$ cat config.mk
export PLATFORM = sky130hd
export DESIGN_NAME = load_store_unit
export DESIGN_NICKNAME = d
export VERILOG_FILES = /design/src/rtl/load_store_unit.sv
export SDC_FILE = /design/constraint.sdc
export NUM_CORES = 1
export LEC_CHECK = 0
export CAP_MARGIN = 20
export CORE_ASPECT_RATIO = 1.5
export CORE_MARGIN = 4
export CORE_UTILIZATION = 46
export DETAILED_ROUTE_END_ITERATION = 7
export PLACE_DENSITY = 0.81
export SETUP_SLACK_MARGIN = 0.05
export SLEW_MARGIN = 15
export SYNTH_ARGS = -nofsm -noshare
export SYNTH_HDL_FRONTEND = slang
export SYNTH_SLANG_ARGS = --single-unit
$ cat constraint.sdc
create_clock -name clk -period 5.82 [get_ports clk]
set_input_delay 1.164 -clock clk [delete_from_list [all_inputs] [get_ports clk]]
set_output_delay 1.164 -clock clk [all_outputs]
set_load 0.05 [all_outputs]
$ cat src/rtl/load_store_unit.sv
// Memory-stage load/store sequencer in front of a word-addressed data memory.
// Handles byte/halfword lane selection with extension, SB/SH read-modify-write, and misalign/range errors.
module load_store_unit #(
  parameter int MEM_WORDS  = 51,
  parameter bit BIG_ENDIAN = 1'b1
) (
  input  logic        clk,
  input  logic        reset,
  // Handshake: a request transfers on a rising edge where req_valid && req_ready;
  // req_ready is high only in IDLE and req_* are ignored once transferred.
  input  logic        req_valid,
  output logic        req_ready,
  input  logic [2:0]  req_op,
  input  logic [31:0] req_addr,
  input  logic [31:0] req_wdata,
  output logic [31:0] address,
  output logic        memRead,
  output logic        memWrite,
  output logic [31:0] writeData,
  input  logic [31:0] readData,
  output logic        ld_valid,
  output logic [31:0] ld_data,
  output logic        st_done,
  output logic        misalign,
  output logic        addr_err,
  output logic [2:0]  dbgState
);

  typedef enum logic [2:0] {IDLE, RD, RD_CAP, WR, RMW_RD, RMW_MRG, RMW_WR} state_t;

  localparam logic [2:0] OP_LB = 3'd0, OP_LH = 3'd1, OP_LW = 3'd2, OP_LBU = 3'd3,
                         OP_LHU = 3'd4, OP_SB = 3'd5, OP_SH = 3'd6, OP_SW = 3'd7;
  localparam logic [31:0] MEM_LIMIT = 32'(MEM_WORDS);

  state_t      state, stateNext;
  logic [2:0]  opReg, opNext;
  logic [1:0]  offReg, offNext;
  logic [15:0] wdReg, wdNext;
  logic [31:0] addressNext, writeDataNext, ldDataNext;
  logic        memReadNext, memWriteNext, ldValidNext, stDoneNext, misalignNext, addrErrNext;

  logic        transfer, isMisaligned, outOfRange;
  logic [1:0]  byteSel;
  logic        halfSel;
  logic [7:0]  byteVal;
  logic [15:0] halfVal;
  logic [31:0] loadExt, merged;

  assign req_ready = (state == IDLE);
  assign dbgState  = state;
  assign transfer  = req_valid && req_ready;
  assign outOfRange = {2'b00, req_addr[31:2]} >= MEM_LIMIT;

  always_comb begin
    isMisaligned = 1'b0;
    case (req_op)
      OP_LW, OP_SW:          isMisaligned = |req_addr[1:0];
      OP_LH, OP_LHU, OP_SH:  isMisaligned = req_addr[0];
      default:               isMisaligned = 1'b0;
    endcase
  end

  // Big-endian puts byte offset 0 in the top lane, so the lane index is the inverted offset.
  assign byteSel = BIG_ENDIAN ? ~offReg : offReg;
  assign halfSel = BIG_ENDIAN ? ~offReg[1] : offReg[1];
  assign byteVal = readData[{byteSel, 3'b000} +: 8];
  assign halfVal = readData[{halfSel, 4'b0000} +: 16];

  always_comb begin
    loadExt = readData;
    case (opReg)
      OP_LB:   loadExt = {{24{byteVal[7]}}, byteVal};
      OP_LH:   loadExt = {{16{halfVal[15]}}, halfVal};
      OP_LBU:  loadExt = {24'd0, byteVal};
      OP_LHU:  loadExt = {16'd0, halfVal};
      default: loadExt = readData;
    endcase
  end

  always_comb begin
    merged = readData;
    if (opReg == OP_SB) merged[{byteSel, 3'b000} +: 8] = wdReg[7:0];
    else                merged[{halfSel, 4'b0000} +: 16] = wdReg;
  end

  always_comb begin
    stateNext     = state;
    opNext        = opReg;
    offNext       = offReg;
    wdNext        = wdReg;
    addressNext   = address;
    writeDataNext = writeData;
    ldDataNext    = ld_data;
    memReadNext   = 1'b0;
    memWriteNext  = 1'b0;
    ldValidNext   = 1'b0;
    stDoneNext    = 1'b0;
    misalignNext  = 1'b0;
    addrErrNext   = 1'b0;
    case (state)
      IDLE: begin
        if (transfer) begin
          if (isMisaligned)    misalignNext = 1'b1;
          else if (outOfRange) addrErrNext  = 1'b1;
          else begin
            opNext      = req_op;
            offNext     = req_addr[1:0];
            wdNext      = req_wdata[15:0];
            addressNext = {2'b00, req_addr[31:2]};
            case (req_op)
              OP_SW: begin
                stateNext     = WR;
                memWriteNext  = 1'b1;
                writeDataNext = req_wdata;
              end
              OP_SB, OP_SH: begin
                stateNext   = RMW_RD;
                memReadNext = 1'b1;
              end
              default: begin
                stateNext   = RD;
                memReadNext = 1'b1;
              end
            endcase
          end
        end
      end
      RD:     stateNext = RD_CAP;
      RD_CAP: begin
        ldDataNext  = loadExt;
        ldValidNext = 1'b1;
        stateNext   = IDLE;
      end
      WR: begin
        stDoneNext = 1'b1;
        stateNext  = IDLE;
      end
      RMW_RD: stateNext = RMW_MRG;
      // writeData only ever takes the complete merged word, never a partial one.
      RMW_MRG: begin
        writeDataNext = merged;
        memWriteNext  = 1'b1;
        stateNext     = RMW_WR;
      end
      RMW_WR: begin
        stDoneNext = 1'b1;
        stateNext  = IDLE;
      end
      default: stateNext = IDLE;
    endcase
  end

  always_ff @(posedge clk or posedge reset) begin
    if (reset) begin
      state     <= IDLE;
      opReg     <= 3'd0;
      offReg    <= 2'd0;
      wdReg     <= 16'd0;
      address   <= 32'd0;
      writeData <= 32'd0;
      ld_data   <= 32'd0;
      memRead   <= 1'b0;
      memWrite  <= 1'b0;
      ld_valid  <= 1'b0;
      st_done   <= 1'b0;
      misalign  <= 1'b0;
      addr_err  <= 1'b0;
    end else begin
      state     <= stateNext;
      opReg     <= opNext;
      offReg    <= offNext;
      wdReg     <= wdNext;
      address   <= addressNext;
      writeData <= writeDataNext;
      ld_data   <= ldDataNext;
      memRead   <= memReadNext;
      memWrite  <= memWriteNext;
      ld_valid  <= ldValidNext;
      st_done   <= stDoneNext;
      misalign  <= misalignNext;
      addr_err  <= addrErrNext;
    end
  end

endmodule

---- Word-level counts from Yosys, hierarchy flattened ----
Index checks and enable logic that the tools add are counted.
storage, ports and cells
  input bits .............................. 102
  logic and storage cells ................. 92
  output and inout port bits .............. 106
  register bits after elaboration ......... 124
operators by class
  reduce and logical (&&, ||, !) cells .... 12
  mux-type cells .......................... 34
  $add $sub $neg .......................... 2
  order comparisons ....................... 1
  shift operators ......................... 6
  bitwise operators ....................... 4
  eq/ne operators ......................... 20
operators with widths
  kind                                                                      count
  32-bit 2-to-1 mux                                                         5
  32-bit case mux with 4 select lines                                       1
  32-bit bitwise mux                                                        2
  32-bit case mux with 2 select lines                                       1
  16-bit by 7-bit variable shift with 32-bit output (first input constant)  1
  8-bit by 7-bit variable shift with 32-bit output (first input constant)   1
  16-bit by 7-bit indexed part select with 32-bit output                    1
  32-bit by 6-bit indexed part select with 16-bit output                    1
  32-bit by 6-bit indexed part select with 8-bit output                     1
  8-bit by 7-bit indexed part select with 32-bit output                     1
  30-bit by 6-bit >= comparator with 1-bit output (second input constant)   1
  3-bit == test (second input constant)                                     9
  1-bit 2-to-1 mux                                                          18
  5-bit negation with 7-bit output                                          2
  3-bit by 2-bit == test with 1-bit output (second input constant)          4
  3-bit case mux with 4 select lines                                        1
  3-bit by 1-bit == test with 1-bit output (second input constant)          3
  3-bit 2-to-1 mux                                                          3
  2-bit OR reduction                                                        4
  3-bit zero test                                                           2
  3-bit case mux with 2 select lines                                        1
  5-bit AND reduction                                                       1
  2-bit by 1-bit != test with 1-bit output (second input constant)          2
  2-bit != test (second input constant)                                     2
  8 further kinds                                                           11

---- Depth between registers and ports, before layout ----
Gate-level depths: netlist of the first run.
  depth in word-level cells ............... 7
  gate-level depth with buffers ........... 8
  mapped depth without buffers ............ 7

---- Worst setup path before layout of the first run ----
OpenSTA, ideal clock, no wires.
  path type ............................... reg-to-reg
  start ................................... register state[2] (netlist: dbgState[2])
  end ..................................... register writeData[10]
  path buffers ............................ 2
  cell stages (with the launch flop) ...... 7
  required time ........................... 5.692 ns
  clock period less this slack ............ 3.087 ns
  setup time .............................. 0.128 ns
  data arrival time ....................... 2.959 ns
  setup slack ............................. 2.733 ns
  cell sequence ........................... dfrtp_1 > clkbuf_1 > nor3_1 > and2_1 > a41oi_4 > buf_6 > mux2_1
on the way
  cells in the longest elaborated chain, start to end .. 4
  elaborated cells between the ends (all ways) .. 10
  classes of those cells .................. 5 x eq/ne; 1 x mux; 4 x reduce/logical
RTL lines
  what                                                       line  text
  start: declaration                                         35    state_t state, stateNext;
  start signal: assignment                                   169   state <= stateNext;
  3-bit zero test *                                          49    assign req_ready = (state == IDLE);
  named net req_ready                                        12    output logic req_ready,
  1-bit logical AND                                          51    assign transfer = req_valid && req_ready;
  2-bit by 1-bit != test with 1-bit output (no source line)  n/a
  5-bit AND reduction (no source line)                       n/a
  end signal: assignment                                     174   writeData <= writeDataNext;
  end: declaration                                           19    output logic [31:0] writeData,
Mark *: on every way through the listed nets, which the timed path passes. The rest lies on a longest branch.
A chain may end at the register's enable or synchronous reset.

---- Worst setup path in the final report of the first run ----
  start ................................... input port req_addr[31]
  end ..................................... register wdReg[14]
on the way
  cells in the longest elaborated chain, start to end .. 3
RTL lines
  what                                             line  text
  start: declaration                               14    input logic [31:0] req_addr,
  30-bit by 6-bit >= comparator with 1-bit output  52    assign outOfRange = {2'b00, req_addr[31:2]} >= MEM_LIMIT;
  1-bit inverter (no source line)                  n/a
  4-bit AND reduction (no source line)             n/a
  end signal: assignment                           172   wdReg <= wdNext;
  end: declaration                                 38    logic [15:0] wdReg, wdNext;
No other way between the ends.

==> metrics.txt, run 1 <==
Hold Crit Depth=1; CTS Hold Bufs=0; share of cells above drive strength 1=13.4%; commonest cells after routing, fill and taps aside=clkdlybuf4s50_1, dfrtp_1, nor2_1; ys flop type=dfrtp_1; GP Congestion=0.878; Pleak=3.88 nW; Comb pwr share=7.9%; vias in the first global route=5677; period utilisation layout=56.1%; CTS Buf Count=17; Remaining Overflow, GRT=0; share of the synthesized area in the top cell type=51.6%; Clock Root Buffer=clkbuf_16; Switch Pwr=0.466 mW; Max clock buf depth=2; H-tree Lvls=4; Worst-path clk slew=0.06 ns; Cells after Synth=565; violation count after the first detailed-routing iteration=444; fill count=939; Place WS=1.57 ns; final wirelength=19000 um; Routed wire per std cell=20.4 um; I/O pin cnt=208; Max-cap violations=0; Flop pwr share=41.0%; crit-path max FO=36; initial core utilization=47.6%; Total GRT Usage=25.5%; Ant. Diodes=0; relative slew slack=33.2%; first-pass GRT wire length=29600 um; RSZ-0062 raised after global routing=no; Setup Fix Bufs, Post-CTS=0; yosys warns=0; Critical Path Start Type=input pin; count of cell types in the netlist=49; Die Wd=101 um; later-pin clock latency in the skew report=0.41 ns; Max Clock Freq=306 MHz; flops & latches, synth=124; Worst Setup End Kind=flop; largest net degree at the start of global routing=81; Internal=1.65 mW; Mean Syn Cell Area=10.6 um2; Final Util=69.4%; Final Hold Vio Count=0; Post-synth ARST share=100%; EDFF count, synth=0; sequential element share of the synthesized area=51.6%; status=finished clean; Via Count=5344; hpwl dp=13900 um; Final WS setup=2.55 ns; total negative slack=0 ns; Worst Setup Path Type=in -> reg; Clk network pwr share=51.1%; switching share of power=22.0%; Core Region=0.0126 mm2; die height=148 um; Vias/cell=5.75; CP arrival=3.55 ns; Post-CTS Resized=0; most common cell after layout, fill and taps aside=clkdlybuf4s50_1; actual slew at the worst max-slew pin=0.994 ns; Hold WC Path Type=reg -> reg; setup violators final=0; Die Area=0.0150 mm2; DRT Pass-1 Iters=7; Final ANT Viol Nets=0; # rows=50; Peak VDD IR=0.000204 V; required time of the critical path=6.11 ns; crit path time final=3.27 ns; IO Port Bufs=205; post-synthesis cell area=0.00601 mm2; Layout area overhead=46.0%; CTS tree=done; power density cells=241 mW/mm2; Num Clock Sinks=124; skew final=0.00848 ns; Final Power=2.12 mW; worst r2r path cells=7; DR DRC count=0; Yosys top cell by area=dfrtp_1; Synth area leaders=dfrtp_1, mux2_2, nor2_1; max-slew violations=0; Final nets=869; initial antenna violation count=0
[sequential cells by signal (all words and copies together), names as in the netlist]
register / count
wdReg: 16
writeData: 32
address: 30
ld_data: 32
opReg: 3
memWrite: 1
st_done: 1
misalign: 1
offReg: 2
addr_err: 1
dbgState: 3
memRead: 1
ld_valid: 1
[through the flow]
stage	hold WS (ns)	area [um2]	instances
after detailed placement	0.470	8120	897
after global routing	0.513	8780	930
after CTS	0.488	8730	928
after global placement	0.469	8110	896
after floorplan	0.502	6010	566
final	0.482	8780	930
[worst max-delay path, stage by stage]
cell	delay [ns]
clkdlybuf4s50_1	0.41
nor4_1	0.32
nand4_1	0.20
a311oi_4	0.44
nand3_2	0.40
buf_12	0.31
mux2_2	0.30
[cell families (layout without fill, tap and decap cells)]
logic type                 count (synthesis)  in the layout  share of synthesized area (%)
and+or+nand+nor                          177            177                           13.6
DFF                                      124            124                           51.6
xor gates and xnor gates                   3              3                          0.437
buffers and inverters                     40            248                           3.46
adders and majority gates                  5              5                           1.04
other                                      1              2                         0.0624
AOI/OAI and AO/OA                        141            141                           15.8
muxes                                     74             74                           14.0
[final cells by class]
cell class	count	area, um2	share of cell area, %
Clock buffer	20	467	5.32
Clock inverter	11	143	1.63
Inverter	6	25.0	0.285
Multi-Input combinational cell	402	2710	30.9
Sequential cell	124	3100	35.4
Tap cell	156	195	2.22
Timing Repair Buffer	211	2130	24.3
[worst paths after layout]
check | start | end | slack (ns)
setup reg to reg | offReg[1] | writeData[14] | 2.61
min in group asynchronous | reset | address[2] | 1.05
setup / recovery | req_addr[31] | wdReg[14] | 2.55
hold / removal | address[23] | address[23] | 0.48
hold reg to reg | address[23] | address[23] | 0.48
max in group asynchronous | reset | ld_data[21] | 3.53
[routing by layer]
metal | vias up | part of all wire, % | track usage (%)
met4 | 0 | 4.7 | 12.2
met2 | 262 | 52 | 43.5
met3 | 58 | 7.2 | 7.65
met1 | 2616 | 36 | 28.5
li1 | 2408 | - | -
met5 | - | 0 | 0
[synthesized netlist by cell type, drive strengths merged (2+ instances only)]
cell type and instances:
buf 16, nor2b 5, a22oi 32, nor2 83, o21a 8, nor4b 2, nor4 6, xor2 2
nand2 42, ha 5, mux2 62, dfrtp 124, a41oi 4, mux2i 12, clkbuf 18, o21ai 6
a21oi 51, a31oi 23, o22a 8, o22ai 2, nand3 2, a211o 2, o211ai 3, and2 26
nor3 3, inv 5
[power by group through the flow]
| stage | logic [mW] | clock network, mW | registers (mW) |
|---|---|---|---|
| global placement | 0.161 | 0 | 0.884 |
| detailed placement | 0.164 | 0 | 0.884 |
| finish | 0.168 | 1.08 | 0.869 |
| global route | 0.179 | 1.13 | 0.868 |
| CTS | 0.166 | 1.10 | 0.868 |
| floorplan | 0.0465 | 0 | 0.896 |
Power figures use the tool's default switching activity.
==> run 2, diff against run 1 <==
--- a/config.mk
+++ b/config.mk
@@ -8,9 +8,9 @@
 export CAP_MARGIN = 20
 export CORE_ASPECT_RATIO = 1.5
 export CORE_MARGIN = 4
-export CORE_UTILIZATION = 46
+export CORE_UTILIZATION = 41
 export DETAILED_ROUTE_END_ITERATION = 7
-export PLACE_DENSITY = 0.81
+export PLACE_DENSITY = 0.76
 export SETUP_SLACK_MARGIN = 0.05
 export SLEW_MARGIN = 15
 export SYNTH_ARGS = -nofsm -noshare
==> constraint.sdc (replaced) <==
create_clock -name clk -period 2.95 [get_ports clk]
set_input_delay 0.59 -clock clk [delete_from_list [all_inputs] [get_ports clk]]
set_output_delay 0.59 -clock clk [all_outputs]
set_load 0.05 [all_outputs]
==> metrics.txt, run 2 (synthesis results as in run 1) <==
largest net degree at the start of global routing=125; Clock Root Buffer=clkbuf_16; CTS Buf Count=17; critical hold path startpoint=address[8]; Ant. Diodes=0; Layout area overhead=46.3%; Worst Setup SP=dbgState[1]; power density cells=449 mW/mm2; Critical Path Slowest Stage Cell=clkdlybuf4s50_1; max incr delay on CP=0.84 ns; IO Port Bufs=205; Setup Fix Bufs, Post-CTS=0; Die Area=0.0167 mm2; Max clock buf depth=2; Pleak=3.89 nW; vias in the first global route=5437; worst r2r path cells=7; Die Wd=107 um; initial antenna violation count=0; GP Congestion=0.879; # rows=53; Worst-path clk slew=0.05 ns; Worst R2R End=writeData[3]; Clk network pwr share=48.3%; actual slew at the worst max-slew pin=0.687 ns; first-pass GRT wire length=29100 um; CP arrival=1.96 ns; Max-cap violations=0; RSZ-0062 raised after global routing=no; Final nets=875; DRT Pass-1 Iters=7; most common cell after layout, fill and taps aside=clkdlybuf4s50_1; largest registers=ld_data: 32 flops, writeData: 32 flops, address: 30 flops; Hold WC Path Type=reg -> reg; H-tree Lvls=4; Internal=3.08 mW; violation count after the first detailed-routing iteration=359; Remaining Overflow, GRT=0; Final WS setup=0.402 ns; required time of the critical path=2.36 ns; later-pin clock latency in the skew report=0.41 ns; fill count=1200; Peak VDD IR=0.000359 V; final wirelength=18600 um; crit path to=req_ready; max-slew violations=0; hpwl dp=14000 um; relative slew slack=52.9%; Worst Setup Path Type=reg -> out; status=finished clean; Post-CTS Resized=0; Max Clock Freq=392 MHz; Total GRT Usage=22.3%; Core Region=0.0142 mm2; total negative slack=0 ns; Comb pwr share=8.3%; Flop pwr share=43.4%; share of cells above drive strength 1=13.9%; I/O pin cnt=208; Final Hold Vio Count=0; CTS tree=done; period utilisation layout=86.4%; Final Util=62.0%; Final ANT Viol Nets=0; Worst R2R Setup Slack=0.41 ns; setup violators final=0; crit-path cells=nor3_2, clkdlybuf4s50_1; Via Count=5188; crit path time final=2.55 ns; Num Clock Sinks=124; initial core utilization=42.3%; DR DRC count=0; switching share of power=22.1%; Routed wire per std cell=19.2 um; crit-path max FO=8; Worst Setup End Kind=output pin; Critical Path Start Type=flop; Switch Pwr=0.873 mW; CTS Hold Bufs=0; Final Non-Filler Cells=970; Placed Instance Area=0.00825 mm2; skew final=0.00893 ns; commonest cells after routing, fill and taps aside=clkdlybuf4s50_1, dfrtp_1, nor2_1; Vias/cell=5.35; design area=0.00879 mm2; R2R Path Start=offReg[0]; Placed Cells=941; Hold Crit Depth=1; die height=156 um; Place WS=0.0803 ns
-- run 2: per-stage QoR --
step	hold slack, ns	power, mW
2_1_floorplan	0.502	1.86
3_3_place_gp	0.469	2.06
3_5_place_dp	0.470	2.07
4_1_cts	0.488	3.98
5_1_grt	0.499	4.10
6_report	0.485	3.95
-- run 2: per-layer routing --
| layer | share of wire (%) | vias up | global-route usage, % |
|---|---|---|---|
| li1 | - | 2412 | - |
| met1 | 37 | 2498 | 24.6 |
| met2 | 52 | 226 | 39.3 |
| met3 | 6.6 | 52 | 6.81 |
| met4 | 3.8 | 0 | 9.87 |
| met5 | 0 | - | 0 |
-- run 2: worst min path at each step --
| stage | end | slack [ns] |
|---|---|---|
| CTS | address[19] | 0.49 |
| global placement | address[8] | 0.47 |
| finish | address[8] | 0.49 |
| floorplan | wdReg[10] | 0.50 |
| detailed placement | address[21] | 0.47 |
| global route | address[19] | 0.50 |
-- run 2: final cells by class --
class | count | area, um2 | area share, %
inverters | 6 | 26.3 | 0.299
flip-flops and latches | 124 | 3100 | 35.3
repair buffers | 217 | 2170 | 24.6
clock buffers | 21 | 470 | 5.35
clock inverters | 8 | 70.1 | 0.797
multi-input cells | 402 | 2720 | 30.9
well taps | 192 | 240 | 2.73
-- run 2: critical path: cells and delay by family, from the launching register on --
family                 cells  cell delay [ns]
buffers and inverters      1             0.84
DFF                        1             0.48
and+or+nand+nor            1             0.23
-- run 2: power groups by stage --
stage	sequential, mW	clock, mW	combinational, mW
6_report	1.71	1.91	0.328
5_1_grt	1.71	2.03	0.350
4_1_cts	1.71	1.94	0.329
3_5_place_dp	1.74	0	0.327
3_3_place_gp	1.74	0	0.322
2_1_floorplan	1.77	0	0.0921
==> run 3, diff against run 2 <==
==> constraint.sdc (replaced) <==
create_clock -name clk -period 2.3 [get_ports clk]
set_input_delay 0.46 -clock clk [delete_from_list [all_inputs] [get_ports clk]]
set_output_delay 0.46 -clock clk [all_outputs]
set_load 0.05 [all_outputs]
==> metrics.txt, run 3 (synthesis results as in run 1) <==
status=finished clean; Via Count=5375; largest registers=ld_data: 32 flops, writeData: 32 flops, address: 30 flops; Core Region=0.0142 mm2; period utilisation layout=97.6%; Ant. Diodes=0; first-pass GRT wire length=29900 um; GP Congestion=0.899; CTS tree=done; Hold WC Path Type=in -> async; Max clock buf depth=2; violation count after the first detailed-routing iteration=293; Remaining Overflow, GRT=0; Critical Path Slowest Stage Cell=clkdlybuf4s50_1; Peak VDD IR=0.000472 V; setup violators final=0; Routed wire per std cell=19.8 um; actual slew at the worst max-slew pin=0.612 ns; final wirelength=19800 um; Vias/cell=5.37; Num Clock Sinks=124; crit-path max FO=8; Worst Path Buf+Inv=2; die height=156 um; Flop pwr share=39.8%; power density cells=593 mW/mm2; CP Depth=7; Total GRT Usage=23.1%; hpwl dp=14800 um; Max Clock Freq=446 MHz; Die Wd=107 um; relative slew slack=59.0%; commonest cells after routing, fill and taps aside=clkdlybuf4s50_1, dfrtp_1, nor2_1; skew final=0.00792 ns; IO Port Bufs=205; Placed Instance Area=0.00846 mm2; CP arrival=2.54 ns; Max-cap violations=0; CP delay by family, top=buffers and inverters; Final Hold Vio Count=0; worst r2r path cells=8; Critical Path Start Type=input pin; CTS Buf Count=17; crit-path cells=clkdlybuf4s50_1, nor4_1, nand4_1, a311oi_4, a41oi_4, clkbuf_16, mux2_4; max-slew violations=0; Pleak=4.29 nW; Worst Setup Path Type=in -> reg; DRT Pass-1 Iters=5; design area=0.00931 mm2; Clock Root Buffer=clkbuf_16; CTS Hold Bufs=0; I/O pin cnt=208; share of cells above drive strength 1=19.0%; required time of the critical path=2.59 ns; Switch Pwr=1.16 mW; Layout area overhead=54.9%; crit path time final=2.24 ns; Final ANT Viol Nets=0; vias in the first global route=5757; most common cell after layout, fill and taps aside=clkdlybuf4s50_1; initial core utilization=42.3%; switching share of power=21.0%; later-pin clock latency in the skew report=0.41 ns; initial antenna violation count=0; Die Area=0.0167 mm2; # rows=53; total negative slack=0 ns; Final nets=904; Worst-path clk slew=0.06 ns; max incr delay on CP=0.41 ns; Clk network pwr share=52.2%; H-tree Lvls=4; largest net degree at the start of global routing=65; DR DRC count=0; Comb pwr share=8.0%; RSZ-0062 raised after global routing=yes; Internal=4.36 mW; Worst Setup End Kind=flop
## run 3: what timing repair did
| action | CTS | global route |
|---|---|---|
| pin swaps | 0 | 9 |
| endpoints found under the setup margin | 10 | 58 |
| buffers inserted | 0 | 2 |
| gates cloned | 0 | 4 |
| gates resized for setup | 2 | 32 |
## run 3: power groups by stage
| stage | sequential, mW | combinational, mW | clock, mW |
|---|---|---|---|
| final | 2.20 | 0.442 | 2.88 |
| after detailed placement | 2.24 | 0.436 | 0 |
| after CTS | 2.20 | 0.440 | 2.92 |
| after floorplan | 2.27 | 0.119 | 0 |
| after global routing | 2.20 | 0.474 | 3.03 |
| after global placement | 2.24 | 0.429 | 0 |
## run 3: per-layer routing
metal	global-route usage, %	wire length, um	vias to the layer above
li1	-	-	2480
met1	24.5	6840	2615
met2	41.5	10700	228
met3	6.97	1380	52
met4	10.9	877	0
met5	0	0	-
## run 3: per-stage QoR
step           cells  setup WS (ns)  power [mW]  hold WS, ns  utilization (%)
3_5_place_dp     964         -0.345        2.67        0.470             59.6
3_3_place_gp     964         -0.266        2.66        0.469             59.6
5_1_grt         1001        -0.0320        5.70        0.414             65.6
4_1_cts          995         0.0710        5.56        0.389             64.2
6_report        1001         0.0556        5.52        0.395             65.6
2_1_floorplan    566         0.0545        2.39        0.502                -
## run 3: final timing paths
check / start / endpoint / slack (ns)
hold reg to reg: address[14] / address[14] / 0.48
min in group clk: req_addr[0] / offReg[0] / 0.48
setup / recovery: req_addr[31] / writeData[17] / 0.06
setup reg to reg: offReg[0] / writeData[27] / 0.13
hold / removal: reset / writeData[23] / 0.39
max in group asynchronous: reset / dbgState[1] / 1.26
## run 3: worst register-to-register path: stages, from the launching register on
cell       delay, ns
dfrtp_1         0.44
ha_1            0.25
nand4bb_1       0.25
buf_4           0.19
nor4b_2         0.23
buf_4           0.20
a22oi_1         0.09
a31oi_1         0.27
mux2_2          0.20
## run 3: cell type report
type	instances	area, um2
inverter	6	26.3
clock inverter	11	193
fill	1152	4880
sequential	124	3110
clock buffer	20	447
timing repair buffer	246	2520
multi-input combinational	402	2780
tap	192	240
